--- config.mk ---
export PLATFORM = sky130hd
export DESIGN_NAME = axis_stream_tx
export DESIGN_NICKNAME = d
export VERILOG_FILES = /design/src/rtl/axis_stream_tx.sv
export SDC_FILE = /design/constraint.sdc
export NUM_CORES = 1
export LEC_CHECK = 0
export CAP_MARGIN = 15
export CORE_AREA = 2 2 180 217
export DETAILED_ROUTE_END_ITERATION = 10
export DIE_AREA = 0 0 182 219
export SLEW_MARGIN = 30
export SYNTH_ARGS = -nofsm -noshare
export SYNTH_HDL_FRONTEND = slang
export SYNTH_SLANG_ARGS = --single-unit
--- constraint.sdc ---
create_clock -name ACLK -period 4.45 [get_ports ACLK]
set_input_delay 0.89 -clock ACLK [delete_from_list [all_inputs] [get_ports ACLK]]
set_output_delay 0.89 -clock ACLK [all_outputs]
set_load 0.05 [all_outputs]
--- src/rtl/axis_stream_tx.sv ---
// axis_stream_tx
// AXI4-Stream master transmitter. Words written by the core through the
// osif_* FIFO-style interface are buffered in a small register FIFO and
// driven out as AXIS beats. TLAST comes from the core's last flag or from a
// programmed packet length (auto-last).
//
// Ports:
//   ACLK, ARESETN         clock, asynchronous active-low reset
//   osif_*_din            write payload {data, strb, last, user}
//   osif_write            write strobe, accepted when osif_full_n=1
//   osif_full_n           1 = FIFO can accept a word this cycle
//   pkt_len               beats per packet for auto-last, 0 disables it
//   TVALID..TUSER, TREADY AXIS master interface
//   overflow              sticky, write attempted while full
//   beat_cnt              beats sent in the current packet
//
// Every output is a register. The next-cycle values of the FIFO flags, the
// head entry and TLAST are computed from the next pointer/counter state, so
// the outputs always describe the state the FIFO is in this cycle.

module axis_stream_tx #(
  parameter int unsigned TBITS = 64,
  parameter int unsigned TBYTE = 8,
  parameter int unsigned DEPTH = 4,
  parameter int unsigned LENW  = 16
) (
  input  logic             ACLK,
  input  logic             ARESETN,
  input  logic [TBITS-1:0] osif_data_din,
  input  logic [TBYTE-1:0] osif_strb_din,
  input  logic             osif_last_din,
  input  logic             osif_user_din,
  input  logic             osif_write,
  output logic             osif_full_n,
  input  logic [LENW-1:0]  pkt_len,
  output logic             TVALID,
  input  logic             TREADY,
  output logic [TBITS-1:0] TDATA,
  output logic [TBYTE-1:0] TKEEP,
  output logic             TLAST,
  output logic             TUSER,
  output logic             overflow,
  output logic [LENW-1:0]  beat_cnt
);

  localparam int unsigned AW = $clog2(DEPTH);
  localparam int unsigned PW = AW + 1;

  typedef struct packed {
    logic [TBITS-1:0] data;
    logic [TBYTE-1:0] strb;
    logic             last;
    logic             user;
  } entry_t;

  entry_t          r_mem [DEPTH];
  logic [PW-1:0]   r_wr_ptr;
  logic [PW-1:0]   r_rd_ptr;
  logic            r_full_n;
  logic            r_tvalid;
  logic            r_tlast;
  logic            r_overflow;
  entry_t          r_head;
  logic [LENW-1:0] r_beat_cnt;
  logic [LENW-1:0] r_len_q;

  entry_t          w_wr_entry;
  entry_t          w_head_nxt;
  logic            w_wr_en;
  logic            w_hs;
  logic [PW-1:0]   w_wr_ptr_nxt;
  logic [PW-1:0]   w_rd_ptr_nxt;
  logic            w_empty_nxt;
  logic            w_full_nxt;
  logic [LENW-1:0] w_cnt_nxt;
  logic [LENW-1:0] w_len_nxt;
  logic            w_tlast_nxt;

  // Next-state computation for pointers, head entry, packet counter and TLAST
  always_comb begin
    w_wr_entry   = '{data: osif_data_din, strb: osif_strb_din,
                     last: osif_last_din, user: osif_user_din};
    w_wr_en      = osif_write & r_full_n;
    w_hs         = r_tvalid & TREADY;
    w_wr_ptr_nxt = r_wr_ptr;
    w_rd_ptr_nxt = r_rd_ptr;
    w_head_nxt   = '0;
    w_len_nxt    = r_len_q;
    w_cnt_nxt    = r_beat_cnt;
    w_tlast_nxt  = 1'b0;

    if (w_wr_en) w_wr_ptr_nxt = r_wr_ptr + PW'(1);
    if (w_hs)    w_rd_ptr_nxt = r_rd_ptr + PW'(1);

    w_empty_nxt = (w_wr_ptr_nxt == w_rd_ptr_nxt);
    w_full_nxt  = (w_wr_ptr_nxt[AW] != w_rd_ptr_nxt[AW]) &&
                  (w_wr_ptr_nxt[AW-1:0] == w_rd_ptr_nxt[AW-1:0]);

    // The new head is the word being written when everything older drains
    if (!w_empty_nxt) begin
      if (w_wr_en && (w_rd_ptr_nxt == r_wr_ptr)) w_head_nxt = w_wr_entry;
      else                                       w_head_nxt = r_mem[w_rd_ptr_nxt[AW-1:0]];
    end

    // Packet length only tracks pkt_len between packets
    if ((r_beat_cnt == '0) && !w_hs) w_len_nxt = pkt_len;

    if (w_hs) w_cnt_nxt = r_tlast ? '0 : r_beat_cnt + LENW'(1);

    w_tlast_nxt = !w_empty_nxt &&
                  (w_head_nxt.last ||
                   ((w_len_nxt != '0) && (w_cnt_nxt == w_len_nxt - LENW'(1))));
  end

  // Storage array, written at the tail
  always_ff @(posedge ACLK) begin
    if (w_wr_en) r_mem[r_wr_ptr[AW-1:0]] <= w_wr_entry;
  end

  // Pointers, flags, output stage and packet state
  always_ff @(posedge ACLK or negedge ARESETN) begin
    if (!ARESETN) begin
      r_wr_ptr   <= '0;
      r_rd_ptr   <= '0;
      r_full_n   <= 1'b1;
      r_tvalid   <= 1'b0;
      r_tlast    <= 1'b0;
      r_overflow <= 1'b0;
      r_head     <= '0;
      r_beat_cnt <= '0;
      r_len_q    <= '0;
    end else begin
      r_wr_ptr   <= w_wr_ptr_nxt;
      r_rd_ptr   <= w_rd_ptr_nxt;
      r_full_n   <= !w_full_nxt;
      r_tvalid   <= !w_empty_nxt;
      r_tlast    <= w_tlast_nxt;
      r_head     <= w_head_nxt;
      r_beat_cnt <= w_cnt_nxt;
      r_len_q    <= w_len_nxt;
      if (osif_write && !r_full_n) r_overflow <= 1'b1;
    end
  end

  assign osif_full_n = r_full_n;
  assign TVALID      = r_tvalid;
  assign TDATA       = r_head.data;
  assign TKEEP       = r_head.strb;
  assign TLAST       = r_tlast;
  assign TUSER       = r_head.user;
  assign overflow    = r_overflow;
  assign beat_cnt    = r_beat_cnt;

endmodule

=== Word-level counts from Yosys, hierarchy flattened ===
Memory sizes are Yosys's and may differ from the RTL's.
Cells that the tools add are included.

* Register bits: 115
* Latch bits: 0
* RAM bits: 296
* ROM bits: 0
* Bits of input ports: 94
* Output and inout bits: 93
* Word-level logic and storage cells: 45
* Memories: 1

* $add $sub $neg: 4
* Multiply operators: 0
* Div/mod/pow operators: 0
* Magnitude comparators: 0
* Equality and inequality tests: 5
* Shifts and indexed selects: 0
* Mux-type cells: 9
* Bitwise gates (word level): 2
* Reduce and logical (&&, ||, !) cells: 13

{| class="wikitable"
|+ Memories
! memory !! depth !! bits a word !! read ports !! clocked after memory_dff !! write ports !! RTL line !! source
|-
| r_mem || 4 || 74 || 1 || 0 || 1 || 56 || <nowiki>entry_t r_mem [DEPTH];</nowiki>
|}

{| class="wikitable"
|+ Operators with widths
! cell !! count
|-
| 74-bit 2-to-1 mux || 2
|-
| 16-bit 2-to-1 mux || 3
|-
| 16-bit by 1-bit adder with 16-bit output, second input constant || 1
|-
| 16-bit == test || 1
|-
| 16-bit zero test || 1
|-
| 16-bit nonzero test || 1
|-
| 16-bit by 1-bit subtractor with 16-bit output, second input constant || 1
|-
| 3-bit by 1-bit adder with 3-bit output, second input constant || 2
|-
| 3-bit == test || 2
|-
| 1-bit logical AND || 6
|-
| 3-bit 2-to-1 mux || 2
|-
| 1-bit zero test || 4
|-
| 1-bit bitwise AND || 2
|-
| 2-bit == test || 1
|-
| 1-bit 2-to-1 mux || 2
|-
| 1-bit logical OR || 1
|-
| 1-bit inequality test || 1
|}

=== Depth between registers and ports, before layout ===
Gate-level depths: netlist (run 1).

* Depth in word-level cells: 9
* Mapped depth: 17
* Depth with buffers taken out: 14

=== Worst setup path after synthesis (run 1) ===
No wires, ideal clock.

* Kind: input to register
* Start: input osif_write
* End: register r_head (netlist bit TDATA[10])
* Library setup time: 0.136 ns
* Data arrival time: 4.300 ns
* Data required time: 4.314 ns
* Slack: 0.014 ns
* Cell stages on the path: 7
* Buffers on the path: 3
* Cells stage by stage: and3_1 clkbuf_1 xnor2_1 o21ba_2 clkbuf_1 clkbuf_1 a21oi_1

{| class="wikitable"
|+ RTL lines
! what !! RTL line !! source
|-
| from (decl) || 33 || <nowiki>input logic osif_write,</nowiki>
|-
| to (signal assigned) || 138 || <nowiki>r_head <= w_head_nxt;</nowiki>
|-
| to (decl) || 63 || <nowiki>entry_t r_head;</nowiki>
|}

==> impl_results.html, run 1 <==
<table>
<tr><th>Metric</th><th>Value</th></tr>
<tr><th colspan="2">Timing</th></tr>
<tr><td>Time the worst path needs with I/O delays and setup</td><td>3.32 ns</td></tr>
<tr><td>Clk_skew</td><td>0.0192 ns</td></tr>
<tr><td>Minimum setup slack in the final design</td><td>around 1.1 ns</td></tr>
<tr><td>Final Hold Fails</td><td>0</td></tr>
<tr><td>Final setup vio count</td><td>0</td></tr>
<tr><td>Actual slew at the worst max-slew pin</td><td>0.850 ns</td></tr>
<tr><td>Final Max Slew Viols</td><td>0</td></tr>
<tr><td>Fin Hold WS</td><td>0.378 ns</td></tr>
<tr><td>Slew HR</td><td>43.3%</td></tr>
<tr><td>RSZ-0062 raised after global routing</td><td>no</td></tr>
<tr><td>Fmax</td><td>about 0.3 GHz</td></tr>
<tr><td>Final sum of negative setup slack</td><td>0 ns</td></tr>
<tr><td>Final cycle utilization of the critical path</td><td>approximately three quarters</td></tr>
<tr><th colspan="2">Final layout</th></tr>
<tr><td>Proportion of layout cells with a drive suffix above 1</td><td>14.7%</td></tr>
<tr><td>Final cell utilization of the core</td><td>53.9%</td></tr>
<tr><td>Most common cell after layout, fill and taps aside</td><td>sky130_fd_sc_hd__edfxtp_1</td></tr>
<tr><td>Growth of design area from synthesis to finish</td><td>23.8%</td></tr>
<tr><td>Most frequent cells in the layout</td><td>sky130_fd_sc_hd__edfxtp_1, sky130_fd_sc_hd__nand2_1, sky130_fd_sc_hd__clkdlybuf4s50_1, sky130_fd_sc_hd__dfrtp_1, sky130_fd_sc_hd__a21oi_1</td></tr>
<tr><td>Post-layout net count</td><td>about 1300</td></tr>
<tr><td>Final cell count without fillers</td><td>1753</td></tr>
<tr><td>Final standard cell area without fillers</td><td>20300 um2</td></tr>
<tr><th colspan="2">Setup path</th></tr>
<tr><td>Highest net fanout along the worst path</td><td>32</td></tr>
<tr><td>Sequence of cells on the critical path</td><td>clkdlybuf4s50_1 &gt; nand2_1 &gt; buf_4 &gt; mux2_8 &gt; xnor2_1 &gt; nor3_1 &gt; o21ba_4 &gt; buf_4 &gt; a21oi_1</td></tr>
<tr><td>Critical Path Sink Type</td><td>flop</td></tr>
<tr><td>WS Path Type</td><td>input port to flop</td></tr>
<tr><td>Library cell appearing most often on the critical path</td><td>sky130_fd_sc_hd__buf_4</td></tr>
<tr><td>Required @ worst endpoint</td><td>4.85 ns</td></tr>
<tr><td>Worst setup SP type</td><td>input port</td></tr>
<tr><td>Setup slack of the worst register-to-register path</td><td>1.23 ns</td></tr>
<tr><td>Worst-case reg-to-reg path depth</td><td>14</td></tr>
<tr><td>Capturing point of the worst reg2reg path</td><td>TLAST</td></tr>
<tr><td>Number of buffer and inverter stages on the critical path</td><td>3</td></tr>
<tr><td>Startpoint of the most critical register-to-register path</td><td>beat_cnt[0]</td></tr>
<tr><td>Largest delay contributor family on the critical path</td><td>buffers and inverters</td></tr>
<tr><td>Worst Setup SP</td><td>TREADY</td></tr>
<tr><td>Cell type of the slowest stage on the worst timing path</td><td>sky130_fd_sc_hd__o21ba_4</td></tr>
<tr><td>Worst endpoint data arrival time</td><td>approximately 3.7 ns</td></tr>
<tr><td>Largest stage delay on the critical path</td><td>between 0.5 and 0.6 ns</td></tr>
<tr><th colspan="2">Floorplan</th></tr>
<tr><td>Floorplan Core Area</td><td>37700 um2</td></tr>
<tr><td>Full die area</td><td>39900 um2</td></tr>
<tr><td>I/O pins</td><td>187</td></tr>
<tr><td>Die X-Extent</td><td>182 um</td></tr>
<tr><td>Starting density of the core</td><td>43.5%</td></tr>
<tr><td>Floorplan die height</td><td>219 um</td></tr>
<tr><td>Number of cell rows</td><td>78</td></tr>
<tr><th colspan="2">Logic synthesis</th></tr>
<tr><td>Area of the mapped netlist</td><td>16400 um2</td></tr>
<tr><td>Primary FF master, synth</td><td>sky130_fd_sc_hd__edfxtp_1</td></tr>
<tr><td>Post-synthesis share of cell area spent on xor and xnor gates</td><td>under 10%</td></tr>
<tr><td>Post-synthesis sequential area ratio</td><td>just over 70%</td></tr>
<tr><td>Simple-gate area share of the yosys netlist</td><td>8.17%</td></tr>
<tr><td>Dominant combinational cell family by area after synthesis</td><td>multiplexers</td></tr>
<tr><td>Syn_nets</td><td>about 1100</td></tr>
<tr><td>EDFF count, synth</td><td>just under 300</td></tr>
<tr><td>Async SR Flop Fraction</td><td>28.0%</td></tr>
<tr><td>Multiplexer share of the synthesized area</td><td>a little under an eighth</td></tr>
<tr><td>Post-synthesis cell type count</td><td>56</td></tr>
<tr><td>Synth Area in Compound Gates</td><td>under 10%</td></tr>
<tr><td>Seq cells post-synth</td><td>411</td></tr>
<tr><td>Post-synthesis cell count</td><td>roughly 1000</td></tr>
<tr><td>Fraction of the mapped netlist area in adder cells</td><td>less than 1%</td></tr>
<tr><td>Count of yosys warnings during synthesis</td><td>0</td></tr>
<tr><td>Mean area per synthesized cell</td><td>roughly 16 um2</td></tr>
<tr><th colspan="2">GRT</th></tr>
<tr><td>Global-route usage over all layers</td><td>19.2%</td></tr>
<tr><td>Global route hottest layer</td><td>met2</td></tr>
<tr><td>Antenna violations before repair</td><td>6</td></tr>
<tr><td>Number of global-route vias before repair</td><td>9911</td></tr>
<tr><td>Total congestion overflow</td><td>0</td></tr>
<tr><td>Largest net degree at the start of global routing</td><td>between 90 and 100</td></tr>
<tr><td>Met3 usage in global routing</td><td>4.13%</td></tr>
<tr><td>Met1 GRT Util</td><td>25.9%</td></tr>
<tr><td>Met2 demand-to-capacity share in global routing</td><td>31.7%</td></tr>
<tr><td>Wire length of the first global-routing pass</td><td>58.4 mm</td></tr>
<tr><th colspan="2">Pwr</th></tr>
<tr><td>Internal power component</td><td>9.93 mW</td></tr>
<tr><td>Combinational fraction of design power</td><td>43.3%</td></tr>
<tr><td>Total power</td><td>16.0 mW</td></tr>
<tr><td>Worst ir drop on vdd</td><td>about 0.00055 V</td></tr>
<tr><td>Switching power total</td><td>6.08 mW</td></tr>
<tr><td>Sequential fraction of design power</td><td>around a third</td></tr>
<tr><td>Pwr dens</td><td>789 nW/um2</td></tr>
<tr><td>Leakage</td><td>7.32 nW</td></tr>
<tr><td>Proportion of power drawn by the clock network</td><td>21.5%</td></tr>
<tr><td>Net Sw Frac</td><td>38.0%</td></tr>
<tr><th colspan="2">Route</th></tr>
<tr><td>Vias after detailed routing</td><td>9442</td></tr>
<tr><td>Number of DRC markers after the initial detailed-route iteration</td><td>598</td></tr>
<tr><td>Average wire per cell in the routed design</td><td>21.6 um</td></tr>
<tr><td>1st-pass router iterations</td><td>7</td></tr>
<tr><td>Remaining number of nets flagged by the antenna check after routing</td><td>0</td></tr>
<tr><td>Count of unresolved DRC violations after routing</td><td>0</td></tr>
<tr><td>DRT Wirelength</td><td>37.8 mm</td></tr>
<tr><td>Via-to-Cell Ratio</td><td>5.39</td></tr>
<tr><th colspan="2">Clock network</th></tr>
<tr><td>Post-CTS Repair Setup Buffers</td><td>0</td></tr>
<tr><td>Later-pin clock latency in the skew report</td><td>0.55 ns</td></tr>
<tr><td>Post-cts resize count</td><td>0</td></tr>
<tr><td>Clock tree root driver cell</td><td>sky130_fd_sc_hd__clkbuf_16</td></tr>
<tr><td>Max Buffers Root-to-Sink</td><td>3</td></tr>
<tr><td>Number of clock sinks</td><td>slightly above 400</td></tr>
<tr><td>Inserted Clock Buffers</td><td>42</td></tr>
<tr><td>Count of hold-fix buffers inserted at cts</td><td>0</td></tr>
<tr><td>CTS tree</td><td>built</td></tr>
<tr><td>Clock transition time at the flip-flop clock pins of the worst setup and hold paths</td><td>about 0.060 ns</td></tr>
<tr><td>Count of H-tree levels built during CTS</td><td>2</td></tr>
<tr><th colspan="2">Placed design</th></tr>
<tr><td>Detailed placement HPWL</td><td>22.1 mm</td></tr>
<tr><td>Pre-CTS setup slack</td><td>approximately 0.55 ns</td></tr>
<tr><td>Number of buffers added on ports</td><td>186</td></tr>
<tr><td>Placed Instances</td><td>1672</td></tr>
<tr><td>Placer's final routability congestion estimate</td><td>0.878</td></tr>
<tr><td>Instance area after placement</td><td>18900 um2</td></tr>
<tr><th colspan="2">Flow run</th></tr>
<tr><td># Max-Cap Violations</td><td>0</td></tr>
<tr><th colspan="2">Outcome</th></tr>
<tr><td>Run status</td><td>complete, no violations</td></tr>
<tr><th colspan="2">Hold path</th></tr>
<tr><td>Worst hold-check path type</td><td>input port to asynchronous set/reset pin</td></tr>
</table>
==> layer usage <==
layer | up-vias | wire [um]
li1 | 4291 | -
met1 | 4842 | 16400
met2 | 242 | 18300
met3 | 61 | 2120
met4 | 6 | 891
met5 | - | 37
==> state kept, by name, summed over array words and instances (netlist names), 3 cells and up <==
name      cells
TDATA        64
TKEEP         8
beat_cnt     16
r_len_q      16
r_mem       296
r_rd_ptr      3
r_wr_ptr      3
==> power groups by stage <==
stage	logic, mW	clock network (mW)	registers [mW]
4_1_cts	7.06	3.53	5.65
3_3_place_gp	6.97	0	5.71
3_5_place_dp	7.03	0	5.72
6_report	6.93	3.44	5.64
2_1_floorplan	3.59	0	6.91
5_1_grt	7.47	3.69	5.73
==> worst register-to-register path, cell delays in order, from the launching register on <==
cell	delay (ns)
sky130_fd_sc_hd__dfrtp_1	0.44
sky130_fd_sc_hd__inv_1	0.08
sky130_fd_sc_hd__ha_1	0.13
sky130_fd_sc_hd__nor4b_2	0.27
sky130_fd_sc_hd__and3_4	0.28
sky130_fd_sc_hd__nand2_4	0.07
sky130_fd_sc_hd__mux2i_1	0.34
sky130_fd_sc_hd__ha_1	0.37
sky130_fd_sc_hd__o31a_1	0.19
sky130_fd_sc_hd__a21bo_2	0.22
sky130_fd_sc_hd__o21ai_0	0.15
sky130_fd_sc_hd__mux2i_1	0.09
sky130_fd_sc_hd__o21ai_0	0.15
sky130_fd_sc_hd__o211ai_1	0.12
sky130_fd_sc_hd__o31ai_2	0.25
==> cell usage after synthesis (2+ instances only) <==
library cell | n | share of area [%]
sky130_fd_sc_hd__buf_2 | 13 | 0.40
sky130_fd_sc_hd__a21o_1 | 2 | 0.092
sky130_fd_sc_hd__and3_1 | 10 | 0.38
sky130_fd_sc_hd__o21ai_0 | 22 | 0.67
sky130_fd_sc_hd__xor2_1 | 9 | 0.48
sky130_fd_sc_hd__buf_6 | 2 | 0.14
sky130_fd_sc_hd__inv_1 | 15 | 0.34
sky130_fd_sc_hd__nand4_1 | 8 | 0.31
sky130_fd_sc_hd__or3_1 | 8 | 0.31
sky130_fd_sc_hd__nor4b_1 | 4 | 0.21
sky130_fd_sc_hd__buf_1 | 5 | 0.11
sky130_fd_sc_hd__clkbuf_1 | 32 | 0.73
sky130_fd_sc_hd__mux2i_1 | 16 | 0.98
sky130_fd_sc_hd__o211ai_1 | 2 | 0.092
sky130_fd_sc_hd__and2_1 | 3 | 0.11
sky130_fd_sc_hd__mux2_4 | 3 | 0.27
sky130_fd_sc_hd__o31ai_1 | 5 | 0.23
sky130_fd_sc_hd__dfrtp_1 | 114 | 17
sky130_fd_sc_hd__nand2_1 | 194 | 4.4
sky130_fd_sc_hd__nor3_1 | 13 | 0.40
sky130_fd_sc_hd__edfxtp_1 | 296 | 54
sky130_fd_sc_hd__or4_1 | 3 | 0.14
sky130_fd_sc_hd__mux4_2 | 74 | 10
sky130_fd_sc_hd__and4_1 | 2 | 0.11
sky130_fd_sc_hd__nand3_1 | 16 | 0.49
sky130_fd_sc_hd__o21ai_1 | 2 | 0.061
sky130_fd_sc_hd__xnor2_1 | 25 | 1.3
sky130_fd_sc_hd__nor2_1 | 21 | 0.48
sky130_fd_sc_hd__nor4_1 | 5 | 0.19
sky130_fd_sc_hd__mux2_2 | 3 | 0.21
sky130_fd_sc_hd__a21oi_1 | 79 | 2.4
sky130_fd_sc_hd__ha_1 | 9 | 0.69
==> how the worst max path moves through the flow <==
stage / to / cells past startpoint
2_1_floorplan: TDATA[10] / 7
3_3_place_gp: TDATA[27] / 9
3_5_place_dp: TDATA[5] / 9
4_1_cts: TDATA[5] / 9
5_1_grt: TLAST / 12
6_report: TDATA[5] / 9
==> logic make-up after synthesis <==
family | after synthesis
buffers and inverters | 68
adder cells (fa/ha/maj) | 9
AND/OR/NAND/NOR | 298
AO/OA/AOI/OAI | 123
flip-flops | 411
XOR/XNOR | 34
multiplexers | 96
==> area by class of cell <==
type	count	area, um2
antenna	3	7.51
clock buffer	50	1110
clock inverter	28	240
fill	3051	17400
inverter	15	56.3
multi-input combinational	560	4420
sequential	411	11800
tap	480	601
timing repair buffer	206	2090
(Power assumes the default switching activity.)
==> inputs of run 2 (changes only) <==
- PLACE_DENSITY: unset -> 0.67
- clock period: 4.45 -> 2.7 ns (I/O delays scaled with it)
==> impl_results.html, run 2 (synthesis results as in run 1) <==
<table>
<tr><th>Metric</th><th>Value</th></tr>
<tr><th colspan="2">Timing</th></tr>
<tr><td>Minimum setup slack in the final design</td><td>-0.162 ns</td></tr>
<tr><td>RSZ-0062 raised after global routing</td><td>yes</td></tr>
<tr><td>Final cycle utilization of the critical path</td><td>106%</td></tr>
<tr><td>Actual slew at the worst max-slew pin</td><td>0.666 ns</td></tr>
<tr><td>Fmax</td><td>approximately 0.35 GHz</td></tr>
<tr><td>Final Max Slew Viols</td><td>0</td></tr>
<tr><td>Time the worst path needs with I/O delays and setup</td><td>around 2.9 ns</td></tr>
<tr><td>Slew HR</td><td>between 50 and 60%</td></tr>
<tr><td>Final setup vio count</td><td>1</td></tr>
<tr><td>Final Hold Fails</td><td>0</td></tr>
<tr><td>Clk_skew</td><td>between 0.01 and 0.015 ns</td></tr>
<tr><td>Final sum of negative setup slack</td><td>-0.162 ns</td></tr>
<tr><th colspan="2">Final layout</th></tr>
<tr><td>Proportion of layout cells with a drive suffix above 1</td><td>around a quarter</td></tr>
<tr><td>Growth of design area from synthesis to finish</td><td>30.9%</td></tr>
<tr><td>Largest register FFs</td><td>296</td></tr>
<tr><td>Most common cell after layout, fill and taps aside</td><td>sky130_fd_sc_hd__edfxtp_1</td></tr>
<tr><td>Layout filler cell count</td><td>2955</td></tr>
<tr><td>Most frequent cells in the layout</td><td>sky130_fd_sc_hd__edfxtp_1, sky130_fd_sc_hd__nand2_1, sky130_fd_sc_hd__clkdlybuf4s50_1, sky130_fd_sc_hd__buf_4, sky130_fd_sc_hd__dfrtp_1</td></tr>
<tr><td>Final standard cell area without fillers</td><td>21500 um2</td></tr>
<tr><td>Post-layout net count</td><td>1452</td></tr>
<tr><th colspan="2">GRT</th></tr>
<tr><td>Total congestion overflow</td><td>0</td></tr>
<tr><td>Antenna violations before repair</td><td>4</td></tr>
<tr><td>Wire length of the first global-routing pass</td><td>61.4 mm</td></tr>
<tr><td>Global-route usage over all layers</td><td>between 20% and 30%</td></tr>
<tr><td>Number of global-route vias before repair</td><td>10500</td></tr>
<tr><td>Largest net degree at the start of global routing</td><td>61</td></tr>
<tr><th colspan="2">Setup path</th></tr>
<tr><td>Highest net fanout along the worst path</td><td>3</td></tr>
<tr><td>Capturing point of the worst reg2reg path</td><td>TLAST</td></tr>
<tr><td>Worst-case reg-to-reg path depth</td><td>13</td></tr>
<tr><td>WS Path Type</td><td>flop to flop</td></tr>
<tr><td>Worst setup SP type</td><td>flop</td></tr>
<tr><td>Required @ worst endpoint</td><td>3.14 ns</td></tr>
<tr><td>Worst endpoint data arrival time</td><td>3.30 ns</td></tr>
<tr><td>Startpoint of the most critical register-to-register path</td><td>beat_cnt[1]</td></tr>
<tr><td>Setup slack of the worst register-to-register path</td><td>-0.16 ns</td></tr>
<tr><td>Critical Path Sink Type</td><td>flop</td></tr>
<tr><th colspan="2">Route</th></tr>
<tr><td>Remaining number of nets flagged by the antenna check after routing</td><td>0</td></tr>
<tr><td>Count of unresolved DRC violations after routing</td><td>0</td></tr>
<tr><td>Vias after detailed routing</td><td>9937</td></tr>
<tr><td>Average wire per cell in the routed design</td><td>about 21 um</td></tr>
<tr><td>1st-pass router iterations</td><td>5</td></tr>
<tr><td>DRT Wirelength</td><td>39.8 mm</td></tr>
<tr><td>Via-to-Cell Ratio</td><td>5.34</td></tr>
<tr><td>Number of DRC markers after the initial detailed-route iteration</td><td>555</td></tr>
<tr><th colspan="2">Floorplan</th></tr>
<tr><td>Die X-Extent</td><td>182 um</td></tr>
<tr><td>Floorplan die height</td><td>219 um</td></tr>
<tr><td>I/O pins</td><td>187</td></tr>
<tr><td>Full die area</td><td>39900 um2</td></tr>
<tr><td>Starting density of the core</td><td>43.5%</td></tr>
<tr><td>Floorplan Core Area</td><td>37700 um2</td></tr>
<tr><td>Number of cell rows</td><td>between 70 and 80</td></tr>
<tr><th colspan="2">Placed design</th></tr>
<tr><td>Pre-CTS setup slack</td><td>-0.524 ns</td></tr>
<tr><td>Placer's final routability congestion estimate</td><td>0.861</td></tr>
<tr><td>Number of buffers added on ports</td><td>186</td></tr>
<tr><td>Detailed placement HPWL</td><td>24.6 mm</td></tr>
<tr><td>Instance area after placement</td><td>19900 um2</td></tr>
<tr><th colspan="2">Outcome</th></tr>
<tr><td>Violations in the final reports</td><td>negative setup slack</td></tr>
<tr><td>Run status</td><td>complete, but fails checks</td></tr>
<tr><th colspan="2">Clock network</th></tr>
<tr><td>Clock transition time at the flip-flop clock pins of the worst setup and hold paths</td><td>0.06 ns</td></tr>
<tr><td>Count of H-tree levels built during CTS</td><td>2</td></tr>
<tr><td>Inserted Clock Buffers</td><td>42</td></tr>
<tr><td>Max Buffers Root-to-Sink</td><td>3</td></tr>
<tr><td>Number of clock sinks</td><td>around 400</td></tr>
<tr><td>Clock tree root driver cell</td><td>sky130_fd_sc_hd__clkbuf_16</td></tr>
<tr><td>Count of hold-fix buffers inserted at cts</td><td>0</td></tr>
<tr><td>CTS tree</td><td>built</td></tr>
<tr><td>Later-pin clock latency in the skew report</td><td>roughly 0.53 ns</td></tr>
<tr><th colspan="2">Hold path</th></tr>
<tr><td>Worst hold-check path type</td><td>input port to asynchronous set/reset pin</td></tr>
<tr><th colspan="2">Pwr</th></tr>
<tr><td>Pwr dens</td><td>1290 nW/um2</td></tr>
<tr><td>Worst ir drop on vdd</td><td>0.000900 V</td></tr>
<tr><td>Leakage</td><td>7.93 nW</td></tr>
<tr><th colspan="2">Flow run</th></tr>
<tr><td># Max-Cap Violations</td><td>0</td></tr>
</table>
run 2: cell count changes in the layout (fill, tap and decap cells not counted), moves of 3 or more:
cell,before,now
sky130_fd_sc_hd__o21ai_0,22,18
sky130_fd_sc_hd__clkbuf_8,1,8
sky130_fd_sc_hd__clkinv_1,6,1
sky130_fd_sc_hd__dfrtp_1,114,103
sky130_fd_sc_hd__clkinv_2,14,7
sky130_fd_sc_hd__clkbuf_1,6,9
sky130_fd_sc_hd__ha_1,9,6
sky130_fd_sc_hd__buf_6,0,3
sky130_fd_sc_hd__buf_12,6,18
sky130_fd_sc_hd__dfrtp_2,0,11
sky130_fd_sc_hd__ha_4,0,3
sky130_fd_sc_hd__buf_4,14,113
sky130_fd_sc_hd__o21ai_1,2,5
run 2: worst max-delay path by stage:
| stage | start | endpoint | slack [ns] | cells after the start |
|---|---|---|---|---|
| 2_1_floorplan | beat_cnt[1] | TLAST | -0.34 | 17 |
| 3_3_place_gp | TREADY | TLAST | -0.57 | 12 |
| 3_5_place_dp | TREADY | TLAST | -0.52 | 11 |
| 4_1_cts | beat_cnt[0] | TLAST | -0.22 | 14 |
| 5_1_grt | beat_cnt[1] | TLAST | -0.35 | 13 |
| 6_report | beat_cnt[1] | TLAST | -0.16 | 13 |
run 2: stage by stage:
stage | hold WS (ns) | power, mW | instances | util, %
after floorplan | 0.244 | 17.3 | 1039 | -
after global placement | 0.441 | 21.9 | 1781 | 52.9
after detailed placement | 0.443 | 22.0 | 1781 | 52.9
after CTS | 0.0407 | 27.9 | 1861 | 56.7
after global routing | 0.0625 | 29.2 | 1862 | 57.0
final | 0.0240 | 27.7 | 1862 | 57.0
run 2: power breakdown:
group	internal (mW)	switching, mW	total, mW
Clock	3.44	2.33	5.77
Sequential	8.60	0.645	9.25
Combinational	5.39	7.31	12.7
Total	17.4	10.3	27.7
run 2: per-layer routing:
metal / vias up / global-route usage, % / part of all wire (%)
met5: - / 0 / 0.096
li1: 4517 / - / -
met1: 5071 / 26.4 / 41
met4: 6 / 5.62 / 2.2
met2: 281 / 34.9 / 50
met3: 62 / 4.08 / 5.7
run 2: area by class of cell:
cell class,count,area [um2],area share [%]
flip-flops and latches,411,11800,54.9
inverters,15,56.3,0.262
well taps,480,601,2.80
clock inverters,16,170,0.793
repair buffers,319,3090,14.4
clock buffers,60,1220,5.68
multi-input cells,560,4540,21.1
diodes,1,2.50,0.0117
run 2: repair_timing:
item	CTS	global route
pin swaps	6	13
endpoints found under the setup margin	1	2
gates resized for setup	4	15
buffers inserted	4	1
run 2: worst max-delay path: stages, from the launching register on:
cell                      delay [ns]
sky130_fd_sc_hd__dfrtp_2        0.40
sky130_fd_sc_hd__inv_2          0.07
sky130_fd_sc_hd__ha_4           0.13
sky130_fd_sc_hd__nor4b_4        0.27
sky130_fd_sc_hd__and3_4         0.28
sky130_fd_sc_hd__nand2_4        0.09
sky130_fd_sc_hd__mux2i_4        0.22
sky130_fd_sc_hd__buf_4          0.17
sky130_fd_sc_hd__ha_4           0.20
sky130_fd_sc_hd__xnor2_2        0.12
sky130_fd_sc_hd__nor4_2         0.29
sky130_fd_sc_hd__buf_4          0.16
sky130_fd_sc_hd__nand4_1        0.14
sky130_fd_sc_hd__o31ai_2        0.24
==> inputs of run 3 (changes only) <==
==> constraint.sdc (replaced) <==
create_clock -name ACLK -period 2.7 [get_ports ACLK]
set_input_delay 0.54 -clock ACLK [delete_from_list [all_inputs] [get_ports ACLK]]
set_output_delay 0.54 -clock ACLK [all_outputs]
set_load 0.005 [all_outputs]
==> impl_results.html, run 3 (synthesis results as in run 1) <==
<table>
<tr><th>Metric</th><th>Value</th></tr>
<tr><th colspan="2">Outcome</th></tr>
<tr><td>Run status</td><td>complete, but fails checks</td></tr>
<tr><td>Violations in the final reports</td><td>negative setup slack</td></tr>
<tr><th colspan="2">GRT</th></tr>
<tr><td>Wire length of the first global-routing pass</td><td>around 61 mm</td></tr>
<tr><td>Total congestion overflow</td><td>0</td></tr>
<tr><td>Antenna violations before repair</td><td>4</td></tr>
<tr><td>Number of global-route vias before repair</td><td>10500</td></tr>
<tr><td>Largest net degree at the start of global routing</td><td>56</td></tr>
<tr><td>Global-route usage over all layers</td><td>20.0%</td></tr>
<tr><th colspan="2">Final layout</th></tr>
<tr><td>Proportion of layout cells with a drive suffix above 1</td><td>22.9%</td></tr>
<tr><td>Area taken by flip-flops and latches</td><td>11800 um2</td></tr>
<tr><td>Growth of design area from synthesis to finish</td><td>30.4%</td></tr>
<tr><td>Final cell utilization of the core</td><td>56.7%</td></tr>
<tr><td>Most frequent cells in the layout</td><td>sky130_fd_sc_hd__edfxtp_1, sky130_fd_sc_hd__nand2_1, sky130_fd_sc_hd__clkdlybuf4s50_1, sky130_fd_sc_hd__buf_4, sky130_fd_sc_hd__dfrtp_1</td></tr>
<tr><td>Largest register FFs</td><td>just under 300</td></tr>
<tr><td>Most common cell after layout, fill and taps aside</td><td>sky130_fd_sc_hd__edfxtp_1</td></tr>
<tr><td>Post-layout net count</td><td>1453</td></tr>
<tr><td>Layout filler cell count</td><td>2957</td></tr>
<tr><td>Multi-input combinational cell area</td><td>4530 um2</td></tr>
<tr><th colspan="2">Pwr</th></tr>
<tr><td>Pwr dens</td><td>1190 nW/um2</td></tr>
<tr><td>Worst ir drop on vdd</td><td>0.000638 V</td></tr>
<tr><td>Leakage</td><td>7.92 nW</td></tr>
<tr><td>Total power</td><td>25.4 mW</td></tr>
<tr><th colspan="2">Timing</th></tr>
<tr><td>Slew HR</td><td>60.6%</td></tr>
<tr><td>Final setup vio count</td><td>1</td></tr>
<tr><td>Actual slew at the worst max-slew pin</td><td>0.591 ns</td></tr>
<tr><td>Final cycle utilization of the critical path</td><td>103%</td></tr>
<tr><td>Final Hold Fails</td><td>0</td></tr>
<tr><td>Time the worst path needs with I/O delays and setup</td><td>2.77 ns</td></tr>
<tr><td>Fmax</td><td>0.361 GHz</td></tr>
<tr><td>Clk_skew</td><td>0.0169 ns</td></tr>
<tr><td>Minimum setup slack in the final design</td><td>-0.0736 ns</td></tr>
<tr><td>RSZ-0062 raised after global routing</td><td>yes</td></tr>
<tr><td>Final sum of negative setup slack</td><td>-0.0736 ns</td></tr>
<tr><td>Final Max Slew Viols</td><td>0</td></tr>
<tr><th colspan="2">Placed design</th></tr>
<tr><td>Placer's final routability congestion estimate</td><td>0.871</td></tr>
<tr><td>Detailed placement HPWL</td><td>24.7 mm</td></tr>
<tr><td>Number of buffers added on ports</td><td>around 190</td></tr>
<tr><th colspan="2">Floorplan</th></tr>
<tr><td>Floorplan die height</td><td>219 um</td></tr>
<tr><td>Number of cell rows</td><td>78</td></tr>
<tr><td>Starting density of the core</td><td>a little over two fifths</td></tr>
<tr><td>I/O pins</td><td>approximately 190</td></tr>
<tr><td>Floorplan Core Area</td><td>37700 um2</td></tr>
<tr><td>Die X-Extent</td><td>182 um</td></tr>
<tr><td>Full die area</td><td>39900 um2</td></tr>
<tr><th colspan="2">Setup path</th></tr>
<tr><td>Highest net fanout along the worst path</td><td>8</td></tr>
<tr><td>Worst setup SP type</td><td>flop</td></tr>
<tr><td>WS Path Type</td><td>flop to flop</td></tr>
<tr><td>Worst endpoint data arrival time</td><td>approximately 3.2 ns</td></tr>
<tr><td>Required @ worst endpoint</td><td>~3.2 ns</td></tr>
<tr><td>Worst-case reg-to-reg path depth</td><td>12</td></tr>
<tr><td>Critical Path Sink Type</td><td>flop</td></tr>
<tr><th colspan="2">Route</th></tr>
<tr><td>Vias after detailed routing</td><td>9864</td></tr>
<tr><td>Number of DRC markers after the initial detailed-route iteration</td><td>around 800</td></tr>
<tr><td>DRT Wirelength</td><td>about 39 mm</td></tr>
<tr><td>Average wire per cell in the routed design</td><td>21.0 um</td></tr>
<tr><td>Count of unresolved DRC violations after routing</td><td>0</td></tr>
<tr><td>1st-pass router iterations</td><td>5</td></tr>
<tr><td>Remaining number of nets flagged by the antenna check after routing</td><td>0</td></tr>
<tr><td>Via-to-Cell Ratio</td><td>5.29</td></tr>
<tr><th colspan="2">Clock network</th></tr>
<tr><td>Count of H-tree levels built during CTS</td><td>2</td></tr>
<tr><td>Inserted Clock Buffers</td><td>42</td></tr>
<tr><td>CTS tree</td><td>built</td></tr>
<tr><td>Later-pin clock latency in the skew report</td><td>about 0.54 ns</td></tr>
<tr><td>Clock tree root driver cell</td><td>sky130_fd_sc_hd__clkbuf_16</td></tr>
<tr><td>Number of clock sinks</td><td>slightly above 400</td></tr>
<tr><td>Clock transition time at the flip-flop clock pins of the worst setup and hold paths</td><td>~0.070 ns</td></tr>
<tr><td>Max Buffers Root-to-Sink</td><td>3</td></tr>
<tr><th colspan="2">Hold path</th></tr>
<tr><td>Worst Hold Path Cells</td><td>1</td></tr>
<tr><td>Worst hold-check path type</td><td>flop to flop</td></tr>
<tr><th colspan="2">Flow run</th></tr>
<tr><td># Max-Cap Violations</td><td>0</td></tr>
</table>
[run 3: changes by cell type in the layout (fill, tap and decap cells not counted), sizes merged]
| cell | previous run | this run |
|---|---|---|
| clkinv | 8 | 22 |
| clkbuf | 60 | 47 |
| bufinv | 3 | 2 |
| clkinvlp | 2 | 3 |
| diode | 1 | 2 |
| dlygate4sd3 | 0 | 1 |
| inv | 18 | 17 |
[run 3: metal layers]
metal	global-route usage, %	routed length (um)
met5	0	30
met4	5.59	849
met3	4.12	2240
met2	34.3	19600
met1	26.0	16300
[run 3: timing repair]
| item | 4_1_cts | 5_1_grt |
|---|---|---|
| gates resized for setup | 11 | 6 |
| hold buffers | 1 | 0 |
| buffers inserted | 3 | 0 |
| pin swaps | 8 | 4 |
| setup endpoints to repair | 1 | 1 |
| endpoints found under the hold margin | 4 | 0 |
| cloned | 0 | 0 |
[run 3: through the flow]
stage | instance area (um2) | instances | hold WS [ns] | setup slack, ns
finish | 21400 | 1864 | 0.451 | -0.0736
global route | 21400 | 1862 | 0.485 | -0.314
CTS | 21300 | 1862 | 0.454 | -0.121
detailed placement | 19900 | 1782 | 0.442 | -0.475
global placement | 19900 | 1782 | 0.439 | -0.492
floorplan | 16400 | 1039 | 0.244 | -0.226
[run 3: where the power goes]
group | internal (mW) | switching, mW | total [mW] | leakage, nW
Clock | 3.17 | 2.39 | 5.56 | 0.657
Sequential | 8.59 | 0.607 | 9.20 | 4.11
Combinational | 5.42 | 5.18 | 10.6 | 3.15
Total | 17.2 | 8.18 | 25.4 | 7.92
[run 3: area by class of cell]
type | count | share of cell area [%]
timing repair buffer | 320 | 14.4
tap | 480 | 2.81
sequential | 411 | 55.0
clock inverter | 29 | 1.02
multi-input combinational | 560 | 21.2
inverter | 15 | 0.263
antenna | 2 | 0.0234
clock buffer | 47 | 5.20
[run 3: final timing paths]
kind                        startpoint           to  slack (ns)
max                        beat_cnt[0]        TLAST       -0.07
max in group asynchronous      ARESETN  osif_full_n        1.37
max reg2reg                beat_cnt[0]        TLAST       -0.07
min reg2reg                   overflow     overflow        0.45
min                           overflow     overflow        0.45
min in group asynchronous      ARESETN   r_len_q[7]        0.57
[run 3: worst max-delay path, stage by stage (launching register included)]
cell	delay [ns]
sky130_fd_sc_hd__dfrtp_1	0.40
sky130_fd_sc_hd__inv_2	0.07
sky130_fd_sc_hd__ha_4	0.13
sky130_fd_sc_hd__nor4b_4	0.24
sky130_fd_sc_hd__and3_4	0.26
sky130_fd_sc_hd__nand2_4	0.08
sky130_fd_sc_hd__buf_4	0.18
sky130_fd_sc_hd__mux2_4	0.33
sky130_fd_sc_hd__xor2_2	0.17
sky130_fd_sc_hd__mux2_4	0.32
sky130_fd_sc_hd__o21ai_2	0.11
sky130_fd_sc_hd__nand4_1	0.13
sky130_fd_sc_hd__o31ai_2	0.25
